$ cat src/rtl/dmem_port_arbiter.sv
// dmem_port_arbiter: grants the single-port data memory to one of two requesters and sequences one access.
// Define ARB_FIXED_PRIO_EN for fixed priority (requester 0 wins ties); default build is round-robin.
module dmem_port_arbiter #(
  parameter int ADDR_W = 4,
  parameter int DATA_W = 16
) (
  input  logic              clk,
  input  logic              rst_n,
  input  logic              req0,
  input  logic              req1,
  input  logic              we0,
  input  logic              we1,
  input  logic [ADDR_W-1:0] addr0,
  input  logic [ADDR_W-1:0] addr1,
  input  logic [DATA_W-1:0] wdata0,
  input  logic [DATA_W-1:0] wdata1,
  output logic              gnt0,
  output logic              gnt1,
  output logic              done0,
  output logic              done1,
  output logic [DATA_W-1:0] rdata0,
  output logic [DATA_W-1:0] rdata1,
  output logic              mem_en,
  output logic              mem_we,
  output logic [ADDR_W-1:0] mem_addr,
  output logic [DATA_W-1:0] mem_wdata,
  input  logic [DATA_W-1:0] mem_rdata,
  output logic              busy
);

  typedef enum logic [1:0] {
    ST_IDLE   = 2'd0,
    ST_ACCESS = 2'd1,
    ST_RESP   = 2'd2
  } state_t;

  state_t              state_r;
  state_t              state_nxt_s;
  logic                owner_r;
  logic                owner_nxt_s;
  logic                op_we_r;
  logic                op_we_nxt_s;
  logic [1:0]          gnt_r;
  logic [1:0]          gnt_nxt_s;
  logic [1:0]          done_r;
  logic [1:0]          done_nxt_s;
  logic                busy_r;
  logic [DATA_W-1:0]   rdata0_r;
  logic [DATA_W-1:0]   rdata0_nxt_s;
  logic [DATA_W-1:0]   rdata1_r;
  logic [DATA_W-1:0]   rdata1_nxt_s;
  logic                mem_en_r;
  logic                mem_en_nxt_s;
  logic                mem_we_r;
  logic                mem_we_nxt_s;
  logic [ADDR_W-1:0]   mem_addr_r;
  logic [ADDR_W-1:0]   mem_addr_nxt_s;
  logic [DATA_W-1:0]   mem_wdata_r;
  logic [DATA_W-1:0]   mem_wdata_nxt_s;

  logic [1:0]          elig_s;
  logic                pick1_s;
  logic                sel_we_s;
  logic [ADDR_W-1:0]   sel_addr_s;
  logic [DATA_W-1:0]   sel_wdata_s;

  // A requester whose done is showing this cycle is finishing, not asking again.
  assign elig_s      = {req1 & ~done_r[1], req0 & ~done_r[0]};
  assign sel_we_s    = pick1_s ? we1 : we0;
  assign sel_addr_s  = pick1_s ? addr1 : addr0;
  assign sel_wdata_s = pick1_s ? wdata1 : wdata0;

`ifndef ARB_FIXED_PRIO_EN
  logic last_r;

  // Round-robin pointer: last requester to complete; starts at 1 so requester 0 wins the first tie.
  always_ff @(posedge clk or negedge rst_n) begin
    if (!rst_n) begin
      last_r <= 1'b1;
    end else if (state_r == ST_RESP) begin
      last_r <= owner_r;
    end else begin
      last_r <= last_r;
    end
  end

  assign pick1_s = elig_s[1] & (~elig_s[0] | ~last_r);
`else
  assign pick1_s = elig_s[1] & ~elig_s[0];
`endif

  // Next-state and next-output logic for the IDLE -> ACCESS -> RESP access sequence.
  always_comb begin
    state_nxt_s     = state_r;
    owner_nxt_s     = owner_r;
    op_we_nxt_s     = op_we_r;
    gnt_nxt_s       = gnt_r;
    done_nxt_s      = 2'b00;
    rdata0_nxt_s    = rdata0_r;
    rdata1_nxt_s    = rdata1_r;
    mem_en_nxt_s    = mem_en_r;
    mem_we_nxt_s    = mem_we_r;
    mem_addr_nxt_s  = mem_addr_r;
    mem_wdata_nxt_s = mem_wdata_r;
    case (state_r)
      ST_IDLE: begin
        if (elig_s != 2'b00) begin
          state_nxt_s     = ST_ACCESS;
          owner_nxt_s     = pick1_s;
          op_we_nxt_s     = sel_we_s;
          gnt_nxt_s       = pick1_s ? 2'b10 : 2'b01;
          mem_en_nxt_s    = 1'b1;
          mem_we_nxt_s    = sel_we_s;
          mem_addr_nxt_s  = sel_addr_s;
          mem_wdata_nxt_s = sel_we_s ? sel_wdata_s : {DATA_W{1'b0}};
        end else begin
          state_nxt_s = ST_IDLE;
        end
      end
      ST_ACCESS: begin
        state_nxt_s  = ST_RESP;
        mem_en_nxt_s = 1'b0;
        mem_we_nxt_s = 1'b0;
      end
      ST_RESP: begin
        // Memory output is valid now, one cycle after the enable cycle.
        state_nxt_s = ST_IDLE;
        gnt_nxt_s   = 2'b00;
        if (owner_r) begin
          done_nxt_s = 2'b10;
          if (!op_we_r) begin
            rdata1_nxt_s = mem_rdata;
          end else begin
            rdata1_nxt_s = rdata1_r;
          end
        end else begin
          done_nxt_s = 2'b01;
          if (!op_we_r) begin
            rdata0_nxt_s = mem_rdata;
          end else begin
            rdata0_nxt_s = rdata0_r;
          end
        end
      end
      default: begin
        state_nxt_s  = ST_IDLE;
        gnt_nxt_s    = 2'b00;
        mem_en_nxt_s = 1'b0;
        mem_we_nxt_s = 1'b0;
      end
    endcase
  end

  // Control state: FSM, owner, grants, done pulses and busy.
  always_ff @(posedge clk or negedge rst_n) begin
    if (!rst_n) begin
      state_r  <= ST_IDLE;
      owner_r  <= 1'b0;
      op_we_r  <= 1'b0;
      gnt_r    <= 2'b00;
      done_r   <= 2'b00;
      busy_r   <= 1'b0;
      mem_en_r <= 1'b0;
      mem_we_r <= 1'b0;
    end else begin
      state_r  <= state_nxt_s;
      owner_r  <= owner_nxt_s;
      op_we_r  <= op_we_nxt_s;
      gnt_r    <= gnt_nxt_s;
      done_r   <= done_nxt_s;
      busy_r   <= (state_nxt_s != ST_IDLE);
      mem_en_r <= mem_en_nxt_s;
      mem_we_r <= mem_we_nxt_s;
    end
  end

  // Datapath registers: memory address/data and per-requester read data.
  always_ff @(posedge clk or negedge rst_n) begin
    if (!rst_n) begin
      mem_addr_r  <= {ADDR_W{1'b0}};
      mem_wdata_r <= {DATA_W{1'b0}};
      rdata0_r    <= {DATA_W{1'b0}};
      rdata1_r    <= {DATA_W{1'b0}};
    end else begin
      mem_addr_r  <= mem_addr_nxt_s;
      mem_wdata_r <= mem_wdata_nxt_s;
      rdata0_r    <= rdata0_nxt_s;
      rdata1_r    <= rdata1_nxt_s;
    end
  end

  assign gnt0      = gnt_r[0];
  assign gnt1      = gnt_r[1];
  assign done0     = done_r[0];
  assign done1     = done_r[1];
  assign rdata0    = rdata0_r;
  assign rdata1    = rdata1_r;
  assign mem_en    = mem_en_r;
  assign mem_we    = mem_we_r;
  assign mem_addr  = mem_addr_r;
  assign mem_wdata = mem_wdata_r;
  assign busy      = busy_r;

endmodule

$ cat config.mk
export PLATFORM = sky130hd
export DESIGN_NAME = dmem_port_arbiter
export DESIGN_NICKNAME = d
export VERILOG_FILES = /design/src/rtl/dmem_port_arbiter.sv
export SDC_FILE = /design/constraint.sdc
export NUM_CORES = 1
export LEC_CHECK = 0
export ABC_AREA = 0
export ABC_CLOCK_PERIOD_IN_PS = 1900
export CAP_MARGIN = 10
export CORE_MARGIN = 8
export CORE_UTILIZATION = 41
export DETAILED_ROUTE_END_ITERATION = 10
export GPL_ROUTABILITY_DRIVEN = 0
export HOLD_SLACK_MARGIN = 0.05
export PLACE_DENSITY = 0.79
export SYNTH_ARGS = -nofsm -noshare
export SYNTH_HDL_FRONTEND = slang
export SYNTH_SLANG_ARGS = --single-unit
export TNS_END_PERCENT = 50
$ cat constraint.sdc
create_clock -name clk -period 1.9 [get_ports clk]
set_clock_uncertainty 0.05 [all_clocks]
set_input_delay 0.19 -clock clk [delete_from_list [all_inputs] [get_ports clk]]
set_output_delay 0.19 -clock clk [all_outputs]
set_load 0.02 [all_outputs]
==> flow_metrics.py, run 1 <==
metrics = {
    "synthesis": {
        "synth_top_cell_area_share_pct": 59.7,
        "avgSynthCellArea_um2": 13.3,
        "syn_nets": 260,
        "synthFlopType": "dfrtp_1",
        "synth-seq-cells": 64,
        "ys_seq_area_share_pct": 60.7,
        "ys_types": 29,
        "yosys.area.top_type": "dfrtp_1",
        "synthTopCellsByArea": "dfrtp_1 60%, mux2_2 8.9%, mux2_4 5.7%",
        "syn_inst": 198,
        "synth_edf_count": 0,
        "ys_async_sr_fraction_pct": 100,
        "netlist_area_um2": 2640,
        "yosysWarnings": 0,
    },
    "clock_tree": {
        "insertion_delay_ns": 0.32,
        "cts_sinks": 64,
        "htreeDepth": 3,
        "numCtsBuffers": 9,
        "cts_max_path_buffers": 2,
        "clkTransAtPathRegs_ns": 0.07,
        "cts_resized": 0,
        "root_buffer": "clkbuf_8",
        "post_cts.repair.setup_buffers": 0,
        "cts_tree": "built",
    },
    "setup_path": {
        "r2r_slack_ns": 0.32,
        "ff2ff_path_depth": 4,
        "max_stage_delay_ns": 0.47,
        "reg2reg_to": "rdata1[9]$_DFFE_PN0P_",
        "cpLargestDelayFamily": "flip-flops",
        "path_buf_inv": 1,
        "cp_slowest_cell": "dfrtp_1",
        "cp-end-kind": "register",
        "critPathMaxFanout": 16,
        "cp.arrival_ns": 1.73,
        "path_class": "reg -> reg",
        "path_cells": "nand3b_2 -> nor2_4 -> buf_12 -> mux2_2",
        "r2r-start": "state_r[0]$_DFF_PN0_",
        "setup.worst_path.start_class": "register",
        "required_ns": 2.05,
    },
    "outcome": {
        "status": "finished, final reports clean",
    },
    "cells_and_area": {
        "drive_above_1_share_pct": 18.8,
        "n_antenna_cell": 0,
        "nets": 388,
        "final_cell_count_no_fill": 407,
        "area_delta_synth_final_pct": 57.8,
        "finish.instance_area_um2": 4170,
    },
    "drt": {
        "drc": 0,
        "viasPerCell": 4.97,
        "drt-total-wl_um": 7180,
        "wl_per_cell_um": 17.6,
        "final_antenna_net_count": 0,
        "first_pass_iters": 5,
        "drtIter0Drc": 56,
        "vias": 2021,
    },
    "placed_design": {
        "dpl_cell_area_um2": 3950,
        "io_buffer_count": 120,
        "placedCellCount": 391,
        "hpwlAfterDp_um": 5180,
    },
    "floorplan": {
        "die_area_um2": 9270,
        "pin_count": 121,
        "die_w_um": 96.3,
        "start_util_pct": 42.1,
        "coreArea_um2": 6280,
        "fp-row-count": 29,
        "die_h_um": 96.3,
    },
    "sta": {
        "hold_viol_final": 0,
        "min_period_ns": 1.58,
        "worst_pin_slew_ns": 0.349,
        "drv_slew": 0,
        "grt_setup_unrepaired": "false",
        "fmax_mhz": 634,
        "setup_viol": 0,
        "maxSlewHeadroom_pct": 76.7,
        "tns_ns": 0,
        "finalCritPeriodShare_pct": 83.0,
    },
    "hold_path": {
        "hp-class": "in -> async",
    },
    "pwr": {
        "powerDensity_nw_per_um2": 1740,
        "ir_worst_vdd_mv": 0.902,
        "leakage_nw": 1.76,
    },
    "grt": {
        "grt_pass1_vias": 2180,
        "groute.usage.overall_pct": 15.9,
        "grt_max_degree": 65,
        "antenna_found_initial": 0,
        "grt-ovfl-total": 0,
        "grt_pass1_wl_um": 11200,
    },
    "job": {
        "max_cap_violations": 0,
    },
}
## report_power, final
part / leakage [nW] / switching, mW / internal (mW)
Clock: 0.108 / 0.478 / 0.702
Combinational: 0.884 / 1.75 / 1.87
Sequential: 0.769 / 0.416 / 2.05
## routing by layer
layer / up-vias / part of all wire [%] / global-route usage, %
li1: 956 / - / -
met1: 998 / 39 / 18.4
met3: 11 / 4.8 / 3.74
met2: 56 / 54 / 27.2
met5: - / 0 / 0
met4: 0 / 1.7 / 7.43
## Yosys cell counts (2+ instances only)
master	count
dfrtp_1	63
nor2_1	28
a21oi_1	23
mux2_2	21
a22oi_1	16
mux2_4	10
buf_2	6
mux2i_1	5
a211oi_1	2
buf_4	2
mux2_1	2
nand2_1	2
nand2b_1	2
## repair_timing
item                       in CTS  in global routing
hold endpoints to repair       63                  0
hold buffers                    1                  0
setup endpoints to repair       0                  0
## cells in the final DEF, fill, tap and decap left out, drive strengths merged, types with 5 or more instances in the layout
master / count
a21oi: 23
a22oi: 16
buf: 7
clkbuf: 12
clkdlybuf4s50: 119
dfrtp: 63
mux2: 33
mux2i: 5
nor2: 29
## stage by stage
| stage | util, % | worst slack [ns] | hold slack (ns) | power, mW |
|---|---|---|---|---|
| after detailed placement | 63.0 | 0.158 | 0.187 | 6.12 |
| after floorplan | - | 0.327 | -0.156 | 4.37 |
| final | 66.4 | 0.323 | 0.379 | 7.25 |
| after global placement | 63.0 | 0.203 | 0.184 | 6.03 |
| after CTS | 66.4 | 0.309 | 0.364 | 7.34 |
| after global routing | 66.4 | 0.257 | 0.412 | 7.68 |
## registers in the layout, indices dropped and copies added (netlist names)
name,flops
last_r,1
gnt_r,2
rdata0,16
mem_en,1
busy,1
rdata1,16
mem_wdata,16
state_r,2
mem_addr,4
owner_r,1
op_we_r,1
done_r,2
mem_we,1
## worst min-delay path, cell delays in order
cell and delay (ns):
dlygate4sd3_1 0.53, buf_2 0.13, buf_12 0.30
## layout make-up
class | count | area [um2]
Fill cell | 477 | 2110
Sequential cell | 64 | 1600
Timing Repair Buffer | 127 | 1300
Multi-Input combinational cell | 123 | 960
Clock buffer | 12 | 165
Tap cell | 77 | 96.3
Clock inverter | 3 | 40.0
Inverter | 1 | 3.75
## cell families after synthesis
kind of cell / Yosys count / synth area share (%)
DFF: 64 / 60.7
AOI/OAI and AO/OA: 43 / 10.7
and+or+nand+nor: 42 / 8.29
muxes: 38 / 17.4
buffers and inverters: 11 / 3.03
## how the worst max path moves through the flow
stage | start | end | slack, ns | cells past startpoint
4_1_cts | state_r[0]$_DFF_PN0_ | rdata1[1]$_DFFE_PN0P_ | 0.31 | 4
6_report | state_r[0]$_DFF_PN0_ | rdata1[9]$_DFFE_PN0P_ | 0.32 | 4
3_3_place_gp | req1 | mem_addr[1]$_DFFE_PN0P_ | 0.20 | 5
2_1_floorplan | done_r[1]$_DFF_PN0_ | owner_r$_DFFE_PN0P_ | 0.33 | 3
5_1_grt | last_r$_DFFE_PN1P_ | mem_wdata[13]$_DFFE_PN0P_ | 0.26 | 5
3_5_place_dp | req1 | mem_addr[0]$_DFFE_PN0P_ | 0.16 | 5
Note: power is estimated with default switching activity, not from simulation.
==> inputs of run 2 (changes only) <==
--- a/config.mk
+++ b/config.mk
@@ -6,7 +6,7 @@
 export NUM_CORES = 1
 export LEC_CHECK = 0
 export ABC_AREA = 0
-export ABC_CLOCK_PERIOD_IN_PS = 1900
+export ABC_CLOCK_PERIOD_IN_PS = 1600
 export CAP_MARGIN = 10
 export CORE_MARGIN = 8
 export CORE_UTILIZATION = 41
==> constraint.sdc (replaced) <==
create_clock -name clk -period 1.6 [get_ports clk]
set_clock_uncertainty 0.05 [all_clocks]
set_input_delay 0.16 -clock clk [delete_from_list [all_inputs] [get_ports clk]]
set_output_delay 0.16 -clock clk [all_outputs]
set_load 0.02 [all_outputs]
==> flow_metrics.py, run 2 (synthesis results as in run 1) <==
metrics = {
    "outcome": {
        "status": "finished, final reports clean",
    },
    "cells_and_area": {
        "final_cell_count_no_fill": 414,
        "fillers": 502,
        "layout_commonest_cell": "clkdlybuf4s50_1",
        "final_cell_mix": "119 x clkdlybuf4s50_1, 63 x dfrtp_1, 28 x nor2_1, 23 x a21oi_1, 21 x mux2_2",
        "n_antenna_cell": 0,
        "nets": 395,
        "area_delta_synth_final_pct": 61.5,
        "drive_above_1_share_pct": 20.5,
    },
    "floorplan": {
        "die_h_um": 96.3,
        "pin_count": 121,
        "start_util_pct": 42.1,
        "coreArea_um2": 6280,
        "die_area_um2": 9270,
        "fp-row-count": 29,
        "die_w_um": 96.3,
    },
    "grt": {
        "grt_pass1_vias": 2216,
        "grt_max_degree": 65,
        "grt_pass1_wl_um": 11200,
        "groute.usage.overall_pct": 15.8,
        "antenna_found_initial": 0,
        "grt-ovfl-total": 0,
    },
    "pwr": {
        "powerDensity_nw_per_um2": 2040,
        "ir_worst_vdd_mv": 1.20,
        "leakage_nw": 1.80,
    },
    "setup_path": {
        "critPathMaxFanout": 5,
        "worstSetupStartpoint": "last_r$_DFFE_PN1P_",
        "cp-end-kind": "register",
        "r2r_slack_ns": 0.04,
        "r2r-start": "last_r$_DFFE_PN1P_",
        "required_ns": 1.76,
        "reg2reg_to": "owner_r$_DFFE_PN0P_",
        "path_class": "reg -> reg",
        "cp.arrival_ns": 1.72,
        "ff2ff_path_depth": 4,
        "setup.worst_path.start_class": "register",
    },
    "job": {
        "max_cap_violations": 0,
    },
    "placed_design": {
        "hpwlAfterDp_um": 5250,
        "io_buffer_count": 120,
        "placedCellCount": 395,
    },
    "drt": {
        "drt-total-wl_um": 7440,
        "drtIter0Drc": 69,
        "first_pass_iters": 4,
        "final_antenna_net_count": 0,
        "viasPerCell": 4.95,
        "vias": 2049,
        "wl_per_cell_um": 18.0,
        "drc": 0,
    },
    "sta": {
        "maxSlewHeadroom_pct": 77.6,
        "drv_slew": 0,
        "setup_viol": 0,
        "finalCritPeriodShare_pct": 97.6,
        "tns_ns": 0,
        "worst_pin_slew_ns": 0.336,
        "fmax_mhz": 640,
        "min_period_ns": 1.56,
        "hold_slack_ns": 0.361,
        "hold_viol_final": 0,
    },
    "clock_tree": {
        "root_buffer": "clkbuf_8",
        "clkTransAtPathRegs_ns": 0.07,
        "htreeDepth": 3,
        "cts_sinks": 64,
        "numCtsBuffers": 9,
        "insertion_delay_ns": 0.32,
        "cts_max_path_buffers": 2,
        "cts_tree": "built",
    },
    "hold_path": {
        "hp-class": "in -> async",
    },
}
[run 2: cell count changes in the layout (fill, tap and decap cells not counted)]
cell        change
and3_4          +1
clkbuf_1        +1
clkbuf_8        -1
and3_1          -1
clkbuf_16       +2
bufinv_16       -1
clkinvlp_4      +1
buf_12          +3
buf_4           +2
[run 2: what timing repair did]
item                                    in CTS  in global routing
endpoints found under the hold margin       63                  0
resized for setup                            0                  2
buffers inserted                             0                  1
endpoints found under the setup margin       0                 11
hold buffers                                 1                  0
[run 2: worst max-delay path by stage]
stage	endpoint	slack (ns)
2_1_floorplan	owner_r$_DFFE_PN0P_	0.03
3_3_place_gp	mem_addr[3]$_DFFE_PN0P_	-0.05
3_5_place_dp	owner_r$_DFFE_PN0P_	-0.09
4_1_cts	done1	0.04
5_1_grt	mem_wdata[12]$_DFFE_PN0P_	-0.05
6_report	owner_r$_DFFE_PN0P_	0.04
[run 2: metal layers]
| metal | vias to the layer above | routed length, um | track usage [%] |
|---|---|---|---|
| li1 | 967 | - | - |
| met1 | 1014 | 2930 | 18.2 |
| met2 | 53 | 4060 | 27.1 |
| met3 | 15 | 269 | 3.20 |
| met4 | 0 | 181 | 8.58 |
| met5 | - | 0 | 0 |
[run 2: area by class of cell]
| class | count | area (um2) | area share [%] |
|---|---|---|---|
| Clock buffer | 12 | 155 | 3.64 |
| Inverter | 1 | 3.75 | 0.0880 |
| Multi-Input combinational cell | 123 | 965 | 22.6 |
| Clock inverter | 3 | 17.5 | 0.411 |
| Tap cell | 77 | 96.3 | 2.26 |
| Timing Repair Buffer | 134 | 1430 | 33.4 |
| Sequential cell | 64 | 1600 | 37.6 |
[run 2: per-stage QoR]
step	setup WS, ns	util, %	total power, mW	instance area (um2)
5_1_grt	-0.0503	68.0	9.23	4270
6_report	0.0377	68.0	8.72	4270
3_5_place_dp	-0.0851	63.9	7.33	4010
4_1_cts	0.0411	66.8	8.59	4190
2_1_floorplan	0.0265	-	5.20	2640
3_3_place_gp	-0.0506	63.9	7.24	4010
[run 2: where the power goes]
part | total [mW] | leakage, nW | switching (mW) | internal [mW]
Sequential | 2.89 | 0.769 | 0.465 | 2.43
Combinational | 4.61 | 0.942 | 2.16 | 2.45
Clock | 1.21 | 0.0882 | 0.578 | 0.634
[run 2: critical path: stages (launching register included)]
cell	delay, ns
dfstp_2	0.53
nand3b_1	0.16
and2_1	0.29
buf_4	0.17
mux2_2	0.25
